[config.mk]
export PLATFORM = sky130hd
export DESIGN_NAME = sam_pwm_rx
export DESIGN_NICKNAME = d
export VERILOG_FILES = /design/src/rtl/sam_pwm_rx.sv
export SDC_FILE = /design/constraint.sdc
export NUM_CORES = 1
export LEC_CHECK = 0
export BUFFER_PORTS_ARGS = -buffer_cell sky130_fd_sc_hd__clkbuf_2
export CAP_MARGIN = 0
export CORE_ASPECT_RATIO = 0.6
export CORE_UTILIZATION = 64
export DETAILED_ROUTE_END_ITERATION = 10
export PLACE_DENSITY = 0.79
export SLEW_MARGIN = 20
export SYNTH_ARGS = -nofsm -noshare
export SYNTH_HDL_FRONTEND = slang
export SYNTH_SLANG_ARGS = --single-unit
[constraint.sdc]
create_clock -name clk -period 5 [get_ports clk]
set_clock_uncertainty 0.05 [all_clocks]
set_input_delay 0.75 -clock clk [delete_from_list [all_inputs] [get_ports clk]]
set_output_delay 0.75 -clock clk [all_outputs]
set_load 0.005 [all_outputs]
[src/rtl/sam_pwm_rx.sv]
// sam_pwm_rx -- serial-configured pulse-width demodulator for the SAM receive path.
//
// While mode=1 a configuration word {LEN, MIN, MAX} is shifted in MSB first on
// str, one bit per clock. While mode=0 each high/low symbol on str is measured.
// A symbol whose period hi+lo lies in [MIN, MAX] decodes as 1 when hi >= lo and
// as 0 otherwise. A symbol outside the window is dropped and pulses err. After
// min(LEN, MSG_W) accepted bits the message is replayed MSB first (oldest bit
// first) on msg, with frame high for each valid bit.
//
// Optional feature macro: SAM_PARITY_EN. When defined, the symbol after the
// last data bit is an even-parity bit over the data bits. On a mismatch (or a
// rejected parity symbol) err pulses and the message is dropped.
//
// Ports:
//   clk          in   clock, all state on the rising edge
//   reset        in   asynchronous active-low reset
//   str          in   config bit (mode=1) or PWM line (mode=0)
//   mode         in   1 = configuration load, 0 = decode
//   msg          out  replayed message bit, 0 whenever frame=0
//   frame        out  high while msg carries a valid message bit
//   cfg_done     out  high once a complete configuration word is loaded
//   err          out  one-cycle pulse on a rejected symbol / parity failure
//   dbg_state_o  out  current decode FSM state (IDLE=0 HIGH=1 LOW=2 OUT=3)
//
// Output handshake: frame is a valid with no ready. The consumer must take msg
// on every cycle frame is high; the block cannot be stalled.

module sam_pwm_rx #(
    parameter int MSG_W = 64,
    parameter int LEN_W = 7,
    parameter int CNT_W = 8
) (
    input  logic       clk,
    input  logic       reset,
    input  logic       str,
    input  logic       mode,
    output logic       msg,
    output logic       frame,
    output logic       cfg_done,
    output logic       err,
    output logic [1:0] dbg_state_o
);

    localparam int CFG_W  = LEN_W + 2 * CNT_W;
    localparam int CFG_CW = $clog2(CFG_W + 1);

    localparam logic [CFG_CW-1:0] CFG_ONE  = CFG_CW'(1);
    localparam logic [CFG_CW-1:0] CFG_LAST = CFG_CW'(CFG_W - 1);
    localparam logic [CFG_CW-1:0] CFG_FULL = CFG_CW'(CFG_W);
    localparam logic [LEN_W-1:0]  MSG_W_L  = LEN_W'(MSG_W);
    localparam logic [CNT_W-1:0]  CNT_ONE  = CNT_W'(1);
    localparam logic [CNT_W-1:0]  CNT_MAX  = '1;

    typedef enum logic [1:0] {
        S_IDLE = 2'd0,
        S_HIGH = 2'd1,
        S_LOW  = 2'd2,
        S_OUT  = 2'd3
    } state_t;

    state_t              state_q, state_d;
    logic                prev_str_q, prev_str_d;
    logic                mode_q, mode_d;
    logic [CFG_W-1:0]    cfg_sr_q, cfg_sr_d;
    logic [CFG_CW-1:0]   cfg_cnt_q, cfg_cnt_d;
    logic                cfg_done_q, cfg_done_d;
    logic [CNT_W-1:0]    hi_q, hi_d;
    logic [CNT_W-1:0]    lo_q, lo_d;
    logic [LEN_W-1:0]    bit_cnt_q, bit_cnt_d;
    logic [LEN_W-1:0]    out_cnt_q, out_cnt_d;
    logic [MSG_W-1:0]    msg_sr_q, msg_sr_d;
    logic                msg_q, msg_d;
    logic                frame_q, frame_d;
    logic                err_q, err_d;
`ifdef SAM_PARITY_EN
    logic                par_phase_q, par_phase_d;
    logic                par_acc_q, par_acc_d;
`endif

    // Configuration fields, in the order they were shifted in.
    logic [LEN_W-1:0]    cfg_len;
    logic [CNT_W-1:0]    cfg_min;
    logic [CNT_W-1:0]    cfg_max;
    logic [LEN_W-1:0]    eff_len;
    logic                decode_en;
    logic [CNT_W:0]      period;
    logic                in_window;
    logic                sym_bit;
    logic                last_bit;
    logic [MSG_W-1:0]    out_shift;

    assign cfg_len   = cfg_sr_q[CFG_W-1 -: LEN_W];
    assign cfg_min   = cfg_sr_q[2*CNT_W-1 -: CNT_W];
    assign cfg_max   = cfg_sr_q[CNT_W-1:0];
    assign eff_len   = (cfg_len > MSG_W_L) ? MSG_W_L : cfg_len;
    assign decode_en = cfg_done_q && (eff_len != '0);

    // One extra bit so a saturated hi plus any lo cannot wrap into the window.
    assign period    = {1'b0, hi_q} + {1'b0, lo_q};
    assign in_window = (period >= {1'b0, cfg_min}) && (period <= {1'b0, cfg_max});
    assign sym_bit   = (hi_q >= lo_q);
    assign last_bit  = ((bit_cnt_q + 1'b1) == eff_len);

    // Bits were shifted in at the LSB, so the oldest bit sits at eff_len-1.
    assign out_shift = msg_sr_q >> (eff_len - 1'b1 - out_cnt_q);

    always_comb begin
        state_d    = state_q;
        prev_str_d = str;
        mode_d     = mode;
        cfg_sr_d   = cfg_sr_q;
        cfg_cnt_d  = cfg_cnt_q;
        cfg_done_d = cfg_done_q;
        hi_d       = hi_q;
        lo_d       = lo_q;
        bit_cnt_d  = bit_cnt_q;
        out_cnt_d  = out_cnt_q;
        msg_sr_d   = msg_sr_q;
        msg_d      = 1'b0;
        frame_d    = 1'b0;
        err_d      = 1'b0;
`ifdef SAM_PARITY_EN
        par_phase_d = par_phase_q;
        par_acc_d   = par_acc_q;
`endif

        // Configuration shifter: a rising mode restarts at bit 0, bits past
        // the end of the word are ignored.
        if (mode && !mode_q) begin
            cfg_sr_d   = {cfg_sr_q[CFG_W-2:0], str};
            cfg_cnt_d  = CFG_ONE;
            cfg_done_d = 1'b0;
        end else if (mode && (cfg_cnt_q != CFG_FULL)) begin
            cfg_sr_d  = {cfg_sr_q[CFG_W-2:0], str};
            cfg_cnt_d = cfg_cnt_q + 1'b1;
            if (cfg_cnt_q == CFG_LAST) begin
                cfg_done_d = 1'b1;
            end
        end

        if (mode) begin
            // Abort: drop any partial message and counters.
            state_d   = S_IDLE;
            hi_d      = '0;
            lo_d      = '0;
            bit_cnt_d = '0;
            out_cnt_d = '0;
            msg_sr_d  = '0;
`ifdef SAM_PARITY_EN
            par_phase_d = 1'b0;
            par_acc_d   = 1'b0;
`endif
        end else if (!decode_en) begin
            state_d = S_IDLE;
        end else begin
            case (state_q)
                S_IDLE: begin
                    if (str && !prev_str_q) begin
                        state_d = S_HIGH;
                        hi_d    = CNT_ONE;
                        lo_d    = '0;
                    end
                end

                S_HIGH: begin
                    if (str) begin
                        hi_d = (hi_q == CNT_MAX) ? hi_q : hi_q + 1'b1;
                    end else begin
                        state_d = S_LOW;
                        lo_d    = CNT_ONE;
                    end
                end

                S_LOW: begin
                    if (!str) begin
                        lo_d = (lo_q == CNT_MAX) ? lo_q : lo_q + 1'b1;
                    end else begin
                        // Symbol end; this rising edge also opens the next symbol
                        // unless the message is complete.
                        state_d = S_HIGH;
                        hi_d    = CNT_ONE;
                        lo_d    = '0;
`ifdef SAM_PARITY_EN
                        if (par_phase_q) begin
                            par_phase_d = 1'b0;
                            par_acc_d   = 1'b0;
                            bit_cnt_d   = '0;
                            if (in_window && (sym_bit == par_acc_q)) begin
                                state_d   = S_OUT;
                                out_cnt_d = '0;
                            end else begin
                                err_d   = 1'b1;
                                state_d = S_IDLE;
                            end
                        end else if (!in_window) begin
                            err_d = 1'b1;
                        end else begin
                            msg_sr_d  = {msg_sr_q[MSG_W-2:0], sym_bit};
                            bit_cnt_d = bit_cnt_q + 1'b1;
                            par_acc_d = par_acc_q ^ sym_bit;
                            if (last_bit) begin
                                par_phase_d = 1'b1;
                            end
                        end
`else
                        if (!in_window) begin
                            err_d = 1'b1;
                        end else begin
                            msg_sr_d  = {msg_sr_q[MSG_W-2:0], sym_bit};
                            bit_cnt_d = bit_cnt_q + 1'b1;
                            if (last_bit) begin
                                state_d   = S_OUT;
                                out_cnt_d = '0;
                                bit_cnt_d = '0;
                            end
                        end
`endif
                    end
                end

                S_OUT: begin
                    // str is ignored here; IDLE then needs a fresh rising edge.
                    if (out_cnt_q == eff_len) begin
                        state_d   = S_IDLE;
                        out_cnt_d = '0;
                    end else begin
                        frame_d   = 1'b1;
                        msg_d     = out_shift[0];
                        out_cnt_d = out_cnt_q + 1'b1;
                    end
                end

                default: state_d = S_IDLE;
            endcase
        end
    end

    always_ff @(posedge clk or negedge reset) begin
        if (!reset) begin
            state_q    <= S_IDLE;
            prev_str_q <= 1'b0;
            mode_q     <= 1'b0;
            cfg_sr_q   <= '0;
            cfg_cnt_q  <= '0;
            cfg_done_q <= 1'b0;
            hi_q       <= '0;
            lo_q       <= '0;
            bit_cnt_q  <= '0;
            out_cnt_q  <= '0;
            msg_sr_q   <= '0;
            msg_q      <= 1'b0;
            frame_q    <= 1'b0;
            err_q      <= 1'b0;
`ifdef SAM_PARITY_EN
            par_phase_q <= 1'b0;
            par_acc_q   <= 1'b0;
`endif
        end else begin
            state_q    <= state_d;
            prev_str_q <= prev_str_d;
            mode_q     <= mode_d;
            cfg_sr_q   <= cfg_sr_d;
            cfg_cnt_q  <= cfg_cnt_d;
            cfg_done_q <= cfg_done_d;
            hi_q       <= hi_d;
            lo_q       <= lo_d;
            bit_cnt_q  <= bit_cnt_d;
            out_cnt_q  <= out_cnt_d;
            msg_sr_q   <= msg_sr_d;
            msg_q      <= msg_d;
            frame_q    <= frame_d;
            err_q      <= err_d;
`ifdef SAM_PARITY_EN
            par_phase_q <= par_phase_d;
            par_acc_q   <= par_acc_d;
`endif
        end
    end

    assign msg         = msg_q;
    assign frame       = frame_q;
    assign cfg_done    = cfg_done_q;
    assign err         = err_q;
    assign dbg_state_o = state_q;

endmodule

# Yosys cells after proc, flatten, opt, wreduce, memory -nomap -nowiden
# Index checks and enable logic that the tools add are counted.
dict set report totals {
  regBits 130
  in_bits 4
  elab_cells 133
}
dict set report op_classes {
  add_sub_neg 8
  n_lt_le_gt_ge 4
  n_eq_ne 21
  shifts 1
  muxes 62
  n_reduce_logical 23
}
# op n
set ops {}
lappend ops {{$mux 64} 5}
lappend ops {{$mux 8} 12}
lappend ops {{$mux 7} 13}
lappend ops {{$shr 64x7->1} 1}
lappend ops {{$pmux 8 s3} 2}
lappend ops {{$mux 23} 2}
lappend ops {{$ne 3x3->1 const B} 7}
lappend ops {{$ne 4x4->1 const B} 5}
lappend ops {{$add 8x1->8 const B} 2}
lappend ops {{$eq 8x8->1 const B} 2}
lappend ops {{$mux 1} 16}
lappend ops {{$mux 2} 8}
lappend ops {{$add 7x1->7 const B} 2}
lappend ops {{$eq 7x7->1} 2}
lappend ops {{$pmux 7 s2} 1}
lappend ops {{$reduce_bool 2->1} 6}
lappend ops {{$mux 5} 2}
lappend ops {{$reduce_and 5->1} 2}
lappend ops {{$add 8x8->9} 1}
lappend ops {{$ge 9x8->1} 1}
lappend ops {{$le 9x8->1} 1}
lappend ops {{$ge 8x8->1} 1}
lappend ops {{$pmux 2 s4} 1}
lappend ops {{$reduce_and 4->1} 2}
lappend ops {{other kinds (16)} 22}

# Depth between registers and ports, before layout
# Gate-level depths: netlist of run 1.
dict set report logic_depth {
  depth_word 9
  ltp_mapped 19
}

# Worst setup path before layout of run 1
# No wires, ideal clock.
dict set report synth_timing {
  path_type {flip-flop to flip-flop}
  startpoint {reg hi_q[0]}
  endpoint {reg out_cnt_q[0]}
  setup_ps 125
  t_arrival_ps 3332
  required_ps 4825
  path_slack_ps 1493
  stages_incl_launch_ff 15
  period_less_slack_ps 3507
  cell_sequence {dfrtp_1 ha_1 inv_1 fa_1 o21bai_1 a2111oi_2 xnor2_1 ha_1 a211oi_1 o211ai_1 o211ai_1 nand4_1 a2111oi_4 nor2_2 mux2_4}
}
dict set report synth_between {
  elab_chain_cells 5
  word_cells_on_any_way 6
  cone_classes {add/sub (1); order compare (2); eq/ne (1); reduce/logical (2)}
}
# item line
set synth_lines {}
lappend synth_lines {{from (decl)} 67} ;# logic [CNT_W-1:0] hi_q, hi_d;
lappend synth_lines {{from (signal assigned)} 265} ;# hi_q <= hi_d;
lappend synth_lines {{$add 8x8->9 (*)} 99} ;# assign period = {1'b0, hi_q} + {1'b0, lo_q};
lappend synth_lines {{$ge 9x8->1 / $le 9x8->1 (equally long branches)} 100} ;# assign in_window = (period >= {1'b0, cfg_min}) && (period <= {1'b0, cfg_max});
lappend synth_lines {{$logic_and 1x1->1 (*)} 100}
lappend synth_lines {{$ne 3x3->1 (no line) (*)} -}
lappend synth_lines {{$reduce_and 5->1 (no line) (*)} -}
lappend synth_lines {{to (signal assigned)} 268} ;# out_cnt_q <= out_cnt_d;
lappend synth_lines {{to (decl)} 70} ;# logic [LEN_W-1:0] out_cnt_q, out_cnt_d;
# Every way passes the cells marked *; elsewhere a longest branch is shown, timed or not.
# A chain may end at the register's enable or synchronous reset.

# Worst setup path after layout of run 1
dict set report layout_timing {
  startpoint {reg lo_q[2]}
  endpoint {reg bit_cnt_q[6]}
}
dict set report layout_between {
  elab_chain_cells 5
  word_cells_on_any_way 6
  cone_classes {add/sub (1); order compare (2); reduce/logical (3)}
}
# item line
set layout_lines {}
lappend layout_lines {{from (decl)} 68} ;# logic [CNT_W-1:0] lo_q, lo_d;
lappend layout_lines {{from (signal assigned)} 266} ;# lo_q <= lo_d;
lappend layout_lines {{$add 8x8->9 (*)} 99}
lappend layout_lines {{$ge 9x8->1 / $le 9x8->1 (equally long branches)} 100}
lappend layout_lines {{$logic_and 1x1->1 (*)} 100}
lappend layout_lines {{$reduce_bool 2->1 (no line) (*)} -}
lappend layout_lines {{$reduce_and 4->1 (no line) (*)} -}
lappend layout_lines {{to (signal assigned)} 267} ;# bit_cnt_q <= bit_cnt_d;
lappend layout_lines {{to (decl)} 69} ;# logic [LEN_W-1:0] bit_cnt_q, bit_cnt_d;
# Marks and branches as above.

==> run_summary.xml, run 1 <==
<?xml version="1.0" encoding="UTF-8"?>
<metrics>
  <group name="run_status">
    <metric name="status" unit="">finished, final reports clean</metric>
  </group>
  <group name="routing">
    <metric name="route.detailed.wl_per_inst" unit="microns">18.13</metric>
    <metric name="via_count" unit="">6259</metric>
    <metric name="postRouteAntennaNets" unit="">0</metric>
    <metric name="drc_violation_count_after_routing" unit="">0</metric>
    <metric name="route.final.wire_length" unit="mm">18.31</metric>
    <metric name="first_pass_iters" unit="">5</metric>
    <metric name="drt_iter0_drc" unit="">754</metric>
    <metric name="via_per_inst" unit="">6.197</metric>
  </group>
  <group name="yosys">
    <metric name="postSynth.topFlopCell" unit="">sky130_fd_sc_hd__dfrtp_1</metric>
    <metric name="yosysUniqueCellTypes" unit="">75</metric>
    <metric name="main_combinational_cell_family_by_area_after_synthesis" unit="">simple AND/OR/NAND/NOR gates</metric>
    <metric name="synth_compound_area_share" unit="%">17.46</metric>
    <metric name="yosysSeqAreaShare" unit="%">41.95</metric>
    <metric name="synth_simple_gate_area_share" unit="%">18.34</metric>
    <metric name="post_synth_inst_count" unit="">841</metric>
    <metric name="postSynthRegisterBits" unit="">130</metric>
    <metric name="netlist_area" unit="sq mm">0.007755</metric>
    <metric name="synth_fa_ha_area_share" unit="%">8.422</metric>
    <metric name="synth_mux_area_share" unit="%">6.680</metric>
    <metric name="post_synth_xor_area_fraction" unit="%">2.323</metric>
    <metric name="synth.yosys.warnings" unit="">0</metric>
    <metric name="postSynthNetCount" unit="">896</metric>
    <metric name="avgSynthCellArea" unit="sq um">9.221</metric>
    <metric name="synth_edf_count" unit="">0</metric>
    <metric name="synth_async_sr_flop_share" unit="%">100.0</metric>
  </group>
  <group name="clocking">
    <metric name="cts_buffer_depth" unit="">2</metric>
    <metric name="ctsRootBufferMaster" unit="">sky130_fd_sc_hd__clkbuf_16</metric>
    <metric name="cts_tree" unit="">yes</metric>
    <metric name="cts-htree-levels" unit="">4</metric>
    <metric name="cts.sink_count" unit="">130</metric>
    <metric name="cts_hold_buffers" unit="">0</metric>
    <metric name="worst_skew_pair.late_latency" unit="ps">420</metric>
    <metric name="post_cts.resized_instances" unit="">0</metric>
    <metric name="tritoncts.num_buffers" unit="">17</metric>
    <metric name="post_cts_buffers" unit="">0</metric>
    <metric name="worst_setup_hold_path_clk_slew" unit="ps">60</metric>
  </group>
  <group name="die">
    <metric name="dieHeight" unit="microns">87.27</metric>
    <metric name="core_area" unit="sq mm">0.01156</metric>
    <metric name="die_area" unit="sq mm">0.01258</metric>
    <metric name="chipWidth" unit="microns">144.1</metric>
    <metric name="ioPinCount" unit="">10</metric>
    <metric name="initial_core_util" unit="%">67.08</metric>
    <metric name="std_cell_rows" unit="">30</metric>
  </group>
  <group name="worst_setup_path">
    <metric name="rr_startpoint" unit="">lo_q[2]$_DFFE_PN0P_</metric>
    <metric name="critical_path_peak_fanout" unit="">32</metric>
    <metric name="setup.worst_path.end_class" unit="">flop</metric>
    <metric name="reg2reg_depth" unit="">17</metric>
    <metric name="ff2ff_setup_slack" unit="ps">630</metric>
    <metric name="critPathKind" unit="">reg2reg</metric>
    <metric name="worst_ep_required_time" unit="ps">5240</metric>
    <metric name="start_kind" unit="">flop</metric>
    <metric name="critical_path_arrival" unit="ps">4600</metric>
    <metric name="rr_endpoint" unit="">bit_cnt_q[6]$_DFFE_PN0P_</metric>
  </group>
  <group name="cells_and_area">
    <metric name="insertedDiodeCount" unit="">0</metric>
    <metric name="nNetsFinal" unit="">892</metric>
    <metric name="area_growth_from_synthesis_to_layout" unit="%">9.745</metric>
    <metric name="layout.cells.most_common" unit="">sky130_fd_sc_hd__nand2_1</metric>
    <metric name="layout.cell_area.non_filler" unit="sq mm">0.008511</metric>
    <metric name="filler_cell_count" unit="">826</metric>
    <metric name="post_route_cells_drive_above_1_share" unit="%">11.29</metric>
    <metric name="layout.cells.most_common_list" unit="">192 x sky130_fd_sc_hd__nand2_1, 130 x sky130_fd_sc_hd__dfrtp_1, 113 x sky130_fd_sc_hd__o21ai_0</metric>
  </group>
  <group name="power_and_ir_drop">
    <metric name="vdd_drop_max" unit="uV">256.3</metric>
    <metric name="cellPowerDensity" unit="mW/mm^2">345.7</metric>
    <metric name="static-leakage-power" unit="nW">3.749</metric>
  </group>
  <group name="global_routing">
    <metric name="grt_pass1_vias" unit="">5962</metric>
    <metric name="grt_usage" unit="%">31.97</metric>
    <metric name="global_route.overflow_total" unit="">0</metric>
    <metric name="antenna_found_initial" unit="">0</metric>
    <metric name="first_pass_grt_wire_length" unit="mm">30.31</metric>
    <metric name="grt_max_degree" unit="">131</metric>
  </group>
  <group name="timing">
    <metric name="period_minus_slack" unit="ps">4366</metric>
    <metric name="achievable-frequency" unit="MHz">229.1</metric>
    <metric name="rsz_0062_raised_after_global_routing" unit="">no</metric>
    <metric name="post-route-period-util" unit="%">87.32</metric>
    <metric name="setup_total_negative_slack" unit="ps">0</metric>
    <metric name="timing_worst_slew_pin_value" unit="ps">833.7</metric>
    <metric name="relSlewSlack" unit="%">44.35</metric>
    <metric name="setup_ws" unit="ps">634.2</metric>
    <metric name="setup_viol" unit="">0</metric>
    <metric name="timing_hold_violations_final" unit="">0</metric>
    <metric name="finalMaxSlewViolations" unit="">0</metric>
  </group>
  <group name="placed_design">
    <metric name="place.port_buffers" unit="">9</metric>
    <metric name="detailed_place_hpwl" unit="mm">12.40</metric>
    <metric name="place.gp.congestion" unit="">0.9034</metric>
    <metric name="placement.cell_area" unit="sq mm">0.007903</metric>
    <metric name="dpl_worst_slack" unit="ps">698.0</metric>
  </group>
  <group name="run">
    <metric name="maxCapViolCount" unit="">0</metric>
  </group>
  <group name="min_path">
    <metric name="timing.hold.worst.class" unit="">in2async</metric>
  </group>
</metrics>
-- power by group --
part,leakage (nW),switching [mW],internal [mW]
clock,0.287,0.504,0.791
sequential,1.78,0.0574,1.10
combinational,1.68,0.305,0.187
total,3.75,0.867,2.08
-- routing by layer --
| layer | share of wire (%) | vias to the layer above | track usage (%) | wire length, microns |
|---|---|---|---|---|
| met2 | 45 | 237 | 48.31 | 8177 |
| met1 | 47 | 3065 | 47.37 | 8671 |
| met4 | 0.80 | 0 | 7.350 | 147 |
| li1 | - | 2937 | - | - |
| met5 | 0 | - | 0 | 0 |
| met3 | 7.2 | 20 | 6.652 | 1311 |
-- cells in the mapped netlist (7+ instances only) --
| cell | instances | share of area, % |
|---|---|---|
| sky130_fd_sc_hd__nand2_1 | 192 | 9.3 |
| sky130_fd_sc_hd__dfrtp_1 | 130 | 42 |
| sky130_fd_sc_hd__o21ai_0 | 113 | 7.3 |
| sky130_fd_sc_hd__ha_1 | 49 | 7.9 |
| sky130_fd_sc_hd__inv_1 | 48 | 2.3 |
| sky130_fd_sc_hd__nor2_1 | 36 | 1.7 |
| sky130_fd_sc_hd__clkbuf_1 | 24 | 1.2 |
| sky130_fd_sc_hd__mux4_2 | 20 | 5.8 |
| sky130_fd_sc_hd__a21oi_1 | 19 | 1.2 |
| sky130_fd_sc_hd__nand3_1 | 17 | 1.1 |
| sky130_fd_sc_hd__o31ai_1 | 16 | 1.5 |
| sky130_fd_sc_hd__nand4_1 | 13 | 1.0 |
| sky130_fd_sc_hd__buf_2 | 10 | 0.65 |
| sky130_fd_sc_hd__and3_1 | 9 | 0.73 |
| sky130_fd_sc_hd__nor3_1 | 9 | 0.58 |
| sky130_fd_sc_hd__xnor2_1 | 9 | 1.0 |
| sky130_fd_sc_hd__xor2_1 | 9 | 1.0 |
| sky130_fd_sc_hd__nor2b_1 | 8 | 0.65 |
| sky130_fd_sc_hd__nand2b_1 | 7 | 0.56 |
| sky130_fd_sc_hd__o21bai_1 | 7 | 0.68 |
-- registers in the layout (all words and copies together), names as in the netlist, 2 cells and up --
| signal | flops |
|---|---|
| msg_sr_q | 64 |
| cfg_sr_q | 23 |
| hi_q | 8 |
| lo_q | 8 |
| bit_cnt_q | 7 |
| out_cnt_q | 7 |
| cfg_cnt_q | 5 |
| dbg_state_o | 2 |
-- critical path: stages (launching register included) --
cell	delay (ps)
sky130_fd_sc_hd__dfrtp_1	470
sky130_fd_sc_hd__inv_1	120
sky130_fd_sc_hd__ha_1	350
sky130_fd_sc_hd__inv_1	70
sky130_fd_sc_hd__a21oi_1	220
sky130_fd_sc_hd__o21bai_1	90
sky130_fd_sc_hd__a21oi_1	260
sky130_fd_sc_hd__o31ai_1	120
sky130_fd_sc_hd__xnor2_1	280
sky130_fd_sc_hd__ha_1	300
sky130_fd_sc_hd__and3_1	200
sky130_fd_sc_hd__a221oi_1	250
sky130_fd_sc_hd__o21ai_0	210
sky130_fd_sc_hd__and4b_1	310
sky130_fd_sc_hd__a21oi_4	220
sky130_fd_sc_hd__buf_4	320
sky130_fd_sc_hd__nand2b_1	270
sky130_fd_sc_hd__o21ai_0	130
-- cell type report --
type / count / area (sq um) / share of cell area (%)
inverters: 48 / 180.2 / 2.117
multi-input cells: 622 / 4141 / 48.66
clock buffers: 18 / 429.2 / 5.043
repair buffers: 18 / 127.6 / 1.500
clock inverters: 14 / 178.9 / 2.102
well taps: 160 / 200.2 / 2.352
flip-flops and latches: 130 / 3253 / 38.22
-- stage by stage --
step                      power [mW]  cells  hold WS [ps]  util (%)
after detailed placement       1.652    978         418.8     68.36
after floorplan                1.521    841         393.1         -
final                          2.942   1010         373.3     73.61
after global placement         1.627    978         411.5     68.36
after CTS                      2.938   1010         418.0     73.61
after global routing           3.044   1010         442.3     73.61
-- worst max-delay path by stage --
stage | startpoint | endpoint | slack, ps | cells past startpoint
6_report | lo_q[2]$_DFFE_PN0P_ | bit_cnt_q[6]$_DFFE_PN0P_ | 630 | 17
4_1_cts | lo_q[2]$_DFFE_PN0P_ | bit_cnt_q[6]$_DFFE_PN0P_ | 700 | 17
2_1_floorplan | hi_q[0]$_DFFE_PN0P_ | out_cnt_q[0]$_DFFE_PN0P_ | 1490 | 14
3_3_place_gp | lo_q[2]$_DFFE_PN0P_ | bit_cnt_q[0]$_DFFE_PN0P_ | 1020 | 17
3_5_place_dp | lo_q[1]$_DFFE_PN0P_ | bit_cnt_q[6]$_DFFE_PN0P_ | 700 | 17
5_1_grt | lo_q[2]$_DFFE_PN0P_ | bit_cnt_q[6]$_DFFE_PN0P_ | 340 | 17
-- kinds of logic after synthesis --
| kind of cell | Yosys count |
|---|---|
| AOI/OAI and AO/OA | 210 |
| xor gates and xnor gates | 19 |
| adders and majority gates | 51 |
| buffers and inverters | 89 |
| DFF | 130 |
| muxes | 26 |
| and+or+nand+nor | 316 |
No activity file was read; power rests on OpenSTA's default activity.
==> inputs of run 2 (changes only) <==
PLACE_DENSITY = 0.84   (was 0.79)
==> run_summary.xml, run 2 (synthesis results as in run 1) <==
<?xml version="1.0" encoding="UTF-8"?>
<metrics>
  <group name="clocking">
    <metric name="cts_tree" unit="">yes</metric>
    <metric name="cts-htree-levels" unit="">4</metric>
    <metric name="worst_setup_hold_path_clk_slew" unit="ps">60</metric>
    <metric name="tritoncts.num_buffers" unit="">17</metric>
    <metric name="cts.sink_count" unit="">130</metric>
    <metric name="post_cts_buffers" unit="">0</metric>
    <metric name="cts_hold_buffers" unit="">0</metric>
    <metric name="ctsRootBufferMaster" unit="">sky130_fd_sc_hd__clkbuf_16</metric>
    <metric name="worst_skew_pair.late_latency" unit="ps">420</metric>
    <metric name="post_cts.resized_instances" unit="">0</metric>
    <metric name="cts_buffer_depth" unit="">2</metric>
  </group>
  <group name="global_routing">
    <metric name="grt_usage" unit="%">33.02</metric>
    <metric name="global_route.overflow_total" unit="">0</metric>
    <metric name="antenna_found_initial" unit="">0</metric>
    <metric name="grt_max_degree" unit="">99</metric>
    <metric name="grt_pass1_vias" unit="">6062</metric>
    <metric name="first_pass_grt_wire_length" unit="mm">31.14</metric>
  </group>
  <group name="worst_setup_path">
    <metric name="start_kind" unit="">flop</metric>
    <metric name="reg2reg_depth" unit="">17</metric>
    <metric name="setup.worst_path.end_class" unit="">flop</metric>
    <metric name="critical_path.cell_chain" unit="">inv_1 &gt; ha_1 &gt; inv_1 &gt; a21oi_1 &gt; o21bai_1 &gt; a21oi_1 &gt; o31ai_1 &gt; xnor2_1 &gt; ha_1 &gt; and3_1 &gt; a221oi_1 &gt; o21ai_0 &gt; and4b_1 &gt; a21oi_4 &gt; buf_12 &gt; nand2_1 &gt; o21ai_0</metric>
    <metric name="worst_ep_required_time" unit="ps">5270</metric>
    <metric name="critical_path_peak_fanout" unit="">98</metric>
    <metric name="timing.critical_path.slowest_cell_delay" unit="ps">480</metric>
    <metric name="ff2ff_setup_slack" unit="ps">550</metric>
    <metric name="cp_slowest_cell" unit="">sky130_fd_sc_hd__dfrtp_1</metric>
    <metric name="worst_setup_path_startpoint" unit="">lo_q[2]$_DFFE_PN0P_</metric>
    <metric name="rr_startpoint" unit="">lo_q[2]$_DFFE_PN0P_</metric>
    <metric name="critical_path_arrival" unit="ps">4720</metric>
    <metric name="critPathKind" unit="">reg2reg</metric>
  </group>
  <group name="routing">
    <metric name="postRouteAntennaNets" unit="">0</metric>
    <metric name="first_pass_iters" unit="">6</metric>
    <metric name="route.detailed.wl_per_inst" unit="microns">18.75</metric>
    <metric name="via_count" unit="">6474</metric>
    <metric name="drc_violation_count_after_routing" unit="">0</metric>
    <metric name="drt_iter0_drc" unit="">761</metric>
    <metric name="route.final.wire_length" unit="mm">18.91</metric>
    <metric name="via_per_inst" unit="">6.416</metric>
  </group>
  <group name="run">
    <metric name="maxCapViolCount" unit="">0</metric>
  </group>
  <group name="timing">
    <metric name="achievable-frequency" unit="MHz">224.6</metric>
    <metric name="period_minus_slack" unit="ps">4453</metric>
    <metric name="rsz_0062_raised_after_global_routing" unit="">no</metric>
    <metric name="whs" unit="ps">389.0</metric>
    <metric name="timing_worst_slew_pin_value" unit="ps">848.8</metric>
    <metric name="setup_total_negative_slack" unit="ps">0</metric>
    <metric name="finalMaxSlewViolations" unit="">0</metric>
    <metric name="relSlewSlack" unit="%">43.41</metric>
    <metric name="setup_viol" unit="">0</metric>
    <metric name="timing_hold_violations_final" unit="">0</metric>
    <metric name="post-route-period-util" unit="%">89.05</metric>
    <metric name="setup_ws" unit="ps">547.4</metric>
  </group>
  <group name="power_and_ir_drop">
    <metric name="cellPowerDensity" unit="mW/mm^2">337.8</metric>
    <metric name="static-leakage-power" unit="nW">3.732</metric>
    <metric name="fin_total_pwr" unit="mW">2.859</metric>
    <metric name="vdd_drop_max" unit="uV">234.4</metric>
  </group>
  <group name="cells_and_area">
    <metric name="layout.cells.most_common" unit="">sky130_fd_sc_hd__nand2_1</metric>
    <metric name="layout.cells.non_filler" unit="">1009</metric>
    <metric name="largest-register" unit="">msg_sr_q</metric>
    <metric name="insertedDiodeCount" unit="">0</metric>
    <metric name="post_route_cells_drive_above_1_share" unit="%">10.84</metric>
    <metric name="final_core_occ" unit="%">73.21</metric>
    <metric name="nNetsFinal" unit="">892</metric>
    <metric name="layout.cell_area.non_filler" unit="sq mm">0.008464</metric>
    <metric name="max_reg_flops" unit="">64</metric>
    <metric name="largest_registers" unit="">msg_sr_q x64, cfg_sr_q x23</metric>
    <metric name="area_growth_from_synthesis_to_layout" unit="%">9.148</metric>
    <metric name="layout.cells.most_common_list" unit="">192 x sky130_fd_sc_hd__nand2_1, 130 x sky130_fd_sc_hd__dfrtp_1, 113 x sky130_fd_sc_hd__o21ai_0</metric>
  </group>
  <group name="die">
    <metric name="die_area" unit="sq mm">0.01258</metric>
    <metric name="ioPinCount" unit="">10</metric>
    <metric name="initial_core_util" unit="%">67.08</metric>
    <metric name="dieHeight" unit="microns">87.27</metric>
    <metric name="core_area" unit="sq mm">0.01156</metric>
    <metric name="std_cell_rows" unit="">30</metric>
    <metric name="chipWidth" unit="microns">144.1</metric>
  </group>
  <group name="placed_design">
    <metric name="detailed_place_hpwl" unit="mm">12.83</metric>
    <metric name="dpl_worst_slack" unit="ps">731.7</metric>
    <metric name="numPlacedInstances" unit="">978</metric>
    <metric name="place.port_buffers" unit="">9</metric>
    <metric name="placement.cell_area" unit="sq mm">0.007903</metric>
    <metric name="place.gp.congestion" unit="">0.8977</metric>
  </group>
  <group name="run_status">
    <metric name="status" unit="">finished, final reports clean</metric>
  </group>
  <group name="min_path">
    <metric name="timing.hold.worst.class" unit="">in2async</metric>
  </group>
</metrics>
==> run 2: cell count changes in the layout (fill, tap and decap cells not counted), sizes merged <==
cell / before / now
clkbuf: 26 / 30
bufinv: 3 / 2
inv: 51 / 49
clkinv: 5 / 4
clkinvlp: 3 / 2
==> run 2: path summary, 6_finish.rpt <==
| check | endpoint |
|---|---|
| worst max-delay path | msg_sr_q[17]$_DFFE_PN0P_ |
| worst min-delay path | msg_sr_q[33]$_DFFE_PN0P_ |
| worst max register to register | msg_sr_q[17]$_DFFE_PN0P_ |
| worst min register to register | cfg_sr_q[3]$_DFFE_PN0P_ |
| max in group asynchronous | bit_cnt_q[0]$_DFFE_PN0P_ |
| min in group clk | cfg_sr_q[3]$_DFFE_PN0P_ |
==> run 2: area by class of cell <==
class	count	area, sq um
clock buffers	22	454.2
repair buffers	18	127.6
inverters	48	180.2
fillers	799	3097
flip-flops and latches	130	3253
well taps	160	200.2
multi-input cells	622	4141
clock inverters	9	107.6
==> run 2: critical path: cells and delay by family (launching register included) <==
| kind | cells | cell delay, ps |
|---|---|---|
| AND/OR/NAND/NOR | 3 | 670 |
| flip-flops | 1 | 480 |
| AO/OA/AOI/OAI | 8 | 1600 |
| buffers and inverters | 3 | 530 |
| adder cells (fa/ha/maj) | 2 | 690 |
| XOR/XNOR | 1 | 310 |
==> run 2: where the power goes <==
part	internal, mW	switching [mW]	leakage, nW
clock network	0.743	0.462	0.270
logic	0.188	0.311	1.68
registers	1.10	0.0563	1.78
total	2.03	0.830	3.73
==> run 2: per-layer routing <==
layer | vias up | global-route usage, % | wire length (microns)
met5 | - | 0 | 0
met4 | 0 | 13.83 | 521
met3 | 70 | 8.686 | 1633
met2 | 331 | 47.43 | 8267
met1 | 3131 | 47.52 | 8492
li1 | 2942 | - | -
==> inputs of run 3 (changes only) <==
CORE_MARGIN = 4   (was unset)
CTS_CLUSTER_SIZE = 24   (was unset)
==> run_summary.xml, run 3 (synthesis results as in run 1) <==
<?xml version="1.0" encoding="UTF-8"?>
<metrics>
  <group name="cells_and_area">
    <metric name="nNetsFinal" unit="">891</metric>
    <metric name="layout.cells.most_common_list" unit="">192 x sky130_fd_sc_hd__nand2_1, 130 x sky130_fd_sc_hd__dfrtp_1, 113 x sky130_fd_sc_hd__o21ai_0</metric>
    <metric name="max_reg_flops" unit="">64</metric>
    <metric name="insertedDiodeCount" unit="">0</metric>
    <metric name="largest-register" unit="">msg_sr_q</metric>
    <metric name="area_growth_from_synthesis_to_layout" unit="%">10.31</metric>
    <metric name="largest_registers" unit="">msg_sr_q x64, cfg_sr_q x23</metric>
    <metric name="layout.cell_area.non_filler" unit="sq mm">0.008554</metric>
    <metric name="final_core_occ" unit="%">73.99</metric>
    <metric name="area_taken_by_flip_flops_and_latches" unit="sq mm">0.003253</metric>
    <metric name="multiInputGateArea" unit="sq mm">0.004141</metric>
    <metric name="layout.cells.most_common" unit="">sky130_fd_sc_hd__nand2_1</metric>
    <metric name="filler_cell_count" unit="">777</metric>
    <metric name="post_route_cells_drive_above_1_share" unit="%">11.19</metric>
  </group>
  <group name="clocking">
    <metric name="cts_hold_buffers" unit="">0</metric>
    <metric name="worst_setup_hold_path_clk_slew" unit="ps">60</metric>
    <metric name="cts-htree-levels" unit="">4</metric>
    <metric name="cts_buffer_depth" unit="">2</metric>
    <metric name="worst_skew_pair.late_latency" unit="ps">420</metric>
    <metric name="cts_tree" unit="">yes</metric>
    <metric name="post_cts_buffers" unit="">0</metric>
    <metric name="ctsRootBufferMaster" unit="">sky130_fd_sc_hd__clkbuf_16</metric>
    <metric name="post_cts.resized_instances" unit="">0</metric>
    <metric name="tritoncts.num_buffers" unit="">17</metric>
    <metric name="cts.sink_count" unit="">130</metric>
  </group>
  <group name="die">
    <metric name="chipWidth" unit="microns">150.1</metric>
    <metric name="dieHeight" unit="microns">93.27</metric>
    <metric name="std_cell_rows" unit="">30</metric>
    <metric name="core_area" unit="sq mm">0.01156</metric>
    <metric name="ioPinCount" unit="">10</metric>
    <metric name="die_area" unit="sq mm">0.01400</metric>
    <metric name="initial_core_util" unit="%">67.08</metric>
  </group>
  <group name="global_routing">
    <metric name="first_pass_grt_wire_length" unit="mm">30.89</metric>
    <metric name="grt_pass1_vias" unit="">6084</metric>
    <metric name="antenna_found_initial" unit="">0</metric>
    <metric name="grt_max_degree" unit="">129</metric>
    <metric name="grt_usage" unit="%">28.28</metric>
    <metric name="global_route.overflow_total" unit="">0</metric>
  </group>
  <group name="routing">
    <metric name="drt_iter0_drc" unit="">938</metric>
    <metric name="drc_violation_count_after_routing" unit="">0</metric>
    <metric name="via_per_inst" unit="">6.289</metric>
    <metric name="first_pass_iters" unit="">6</metric>
    <metric name="route.final.wire_length" unit="mm">18.82</metric>
    <metric name="postRouteAntennaNets" unit="">0</metric>
    <metric name="via_count" unit="">6346</metric>
    <metric name="route.detailed.wl_per_inst" unit="microns">18.65</metric>
  </group>
  <group name="worst_setup_path">
    <metric name="reg2reg_depth" unit="">16</metric>
    <metric name="ff2ff_setup_slack" unit="ps">560</metric>
    <metric name="rr_endpoint" unit="">msg_sr_q[14]$_DFFE_PN0P_</metric>
    <metric name="rr_startpoint" unit="">lo_q[2]$_DFFE_PN0P_</metric>
    <metric name="critPathKind" unit="">reg2reg</metric>
    <metric name="worst-path-buf-inv" unit="">3</metric>
    <metric name="setup.worst_path.end_class" unit="">flop</metric>
    <metric name="critical_path_peak_fanout" unit="">128</metric>
    <metric name="cp_slowest_cell" unit="">sky130_fd_sc_hd__dfrtp_1</metric>
    <metric name="critPathTopFamily" unit="">compound AO/OA/AOI/OAI gates</metric>
    <metric name="worst_ep_required_time" unit="ps">5220</metric>
    <metric name="critical_path_arrival" unit="ps">4660</metric>
    <metric name="start_kind" unit="">flop</metric>
    <metric name="timing.critical_path.slowest_cell_delay" unit="ps">480</metric>
    <metric name="critical_path.cell_chain" unit="">inv_1 &gt; ha_1 &gt; inv_1 &gt; a21oi_1 &gt; o21bai_1 &gt; a21oi_1 &gt; o31ai_1 &gt; xnor2_1 &gt; ha_1 &gt; and3_1 &gt; a221oi_1 &gt; o21ai_0 &gt; and4b_1 &gt; a21oi_4 &gt; buf_12 &gt; o21ai_0</metric>
  </group>
  <group name="timing">
    <metric name="finalMaxSlewViolations" unit="">0</metric>
    <metric name="relSlewSlack" unit="%">37.48</metric>
    <metric name="timing_worst_slew_pin_value" unit="ps">937.8</metric>
    <metric name="achievable-frequency" unit="MHz">225.1</metric>
    <metric name="timing_hold_violations_final" unit="">0</metric>
    <metric name="setup_total_negative_slack" unit="ps">0</metric>
    <metric name="period_minus_slack" unit="ps">4442</metric>
    <metric name="setup_ws" unit="ps">558.5</metric>
    <metric name="rsz_0062_raised_after_global_routing" unit="">no</metric>
    <metric name="setup_viol" unit="">0</metric>
    <metric name="post-route-period-util" unit="%">88.83</metric>
  </group>
  <group name="placed_design">
    <metric name="place.gp.congestion" unit="">0.9722</metric>
    <metric name="dpl_worst_slack" unit="ps">675.0</metric>
    <metric name="place.port_buffers" unit="">9</metric>
    <metric name="placement.cell_area" unit="sq mm">0.007895</metric>
    <metric name="detailed_place_hpwl" unit="mm">12.77</metric>
  </group>
  <group name="power_and_ir_drop">
    <metric name="static-leakage-power" unit="nW">3.778</metric>
    <metric name="vdd_drop_max" unit="uV">259.3</metric>
    <metric name="cellPowerDensity" unit="mW/mm^2">356.8</metric>
  </group>
  <group name="min_path">
    <metric name="timing.hold.worst.class" unit="">in2async</metric>
  </group>
  <group name="run">
    <metric name="maxCapViolCount" unit="">0</metric>
  </group>
  <group name="run_status">
    <metric name="status" unit="">finished, final reports clean</metric>
  </group>
</metrics>
run 3: cell types whose count changed in the layout (fill, tap and decap cells not counted), sizes merged:
cell	delta
buf	-1
bufinv	+3
clkbuf	-2
clkinvlp	-1
inv	+1
run 3: worst max-delay path by stage:
stage | to | from | cells after the start | slack (ps)
final | msg_sr_q[14]$_DFFE_PN0P_ | lo_q[2]$_DFFE_PN0P_ | 16 | 560
after CTS | msg_sr_q[14]$_DFFE_PN0P_ | lo_q[2]$_DFFE_PN0P_ | 16 | 640
after global routing | msg_sr_q[39]$_DFFE_PN0P_ | lo_q[2]$_DFFE_PN0P_ | 16 | 270
after global placement | msg_sr_q[31]$_DFFE_PN0P_ | lo_q[2]$_DFFE_PN0P_ | 16 | 910
after detailed placement | msg_sr_q[14]$_DFFE_PN0P_ | lo_q[2]$_DFFE_PN0P_ | 16 | 680
after floorplan | out_cnt_q[0]$_DFFE_PN0P_ | hi_q[0]$_DFFE_PN0P_ | 14 | 1490
run 3: metrics by stage:
stage          cells  power (mW)  hold slack [ps]
3_3_place_gp     977       1.625            407.6
6_report        1009       3.052            252.4
5_1_grt         1009       3.162            287.5
4_1_cts         1009       3.047            268.3
2_1_floorplan    841       1.521            393.1
3_5_place_dp     977       1.649            416.4
run 3: where the power goes:
| group | switching, mW | internal [mW] | leakage [nW] |
|---|---|---|---|
| sequential | 0.0591 | 1.10 | 1.78 |
| clock | 0.486 | 0.914 | 0.321 |
| combinational | 0.308 | 0.186 | 1.68 |
run 3: metal layers:
layer | share of wire, % | global-route usage, % | vias to the layer above | wire length (microns)
met1 | 45 | 42.22 | 3067 | 8535
met4 | 1.7 | 9.589 | 0 | 320
li1 | - | - | 2948 | -
met2 | 45 | 41.56 | 293 | 8468
met3 | 8.0 | 5.666 | 38 | 1498
met5 | 0 | 0 | - | 0
run 3: final cells by class:
cell class                 count  share of cell area (%)
multi-input combinational    622                   48.41
clock inverter                12                   2.369
timing repair buffer          17                   1.404
inverter                      48                   2.106
sequential                   130                   38.03
tap                          160                   2.340
clock buffer                  20                   5.339
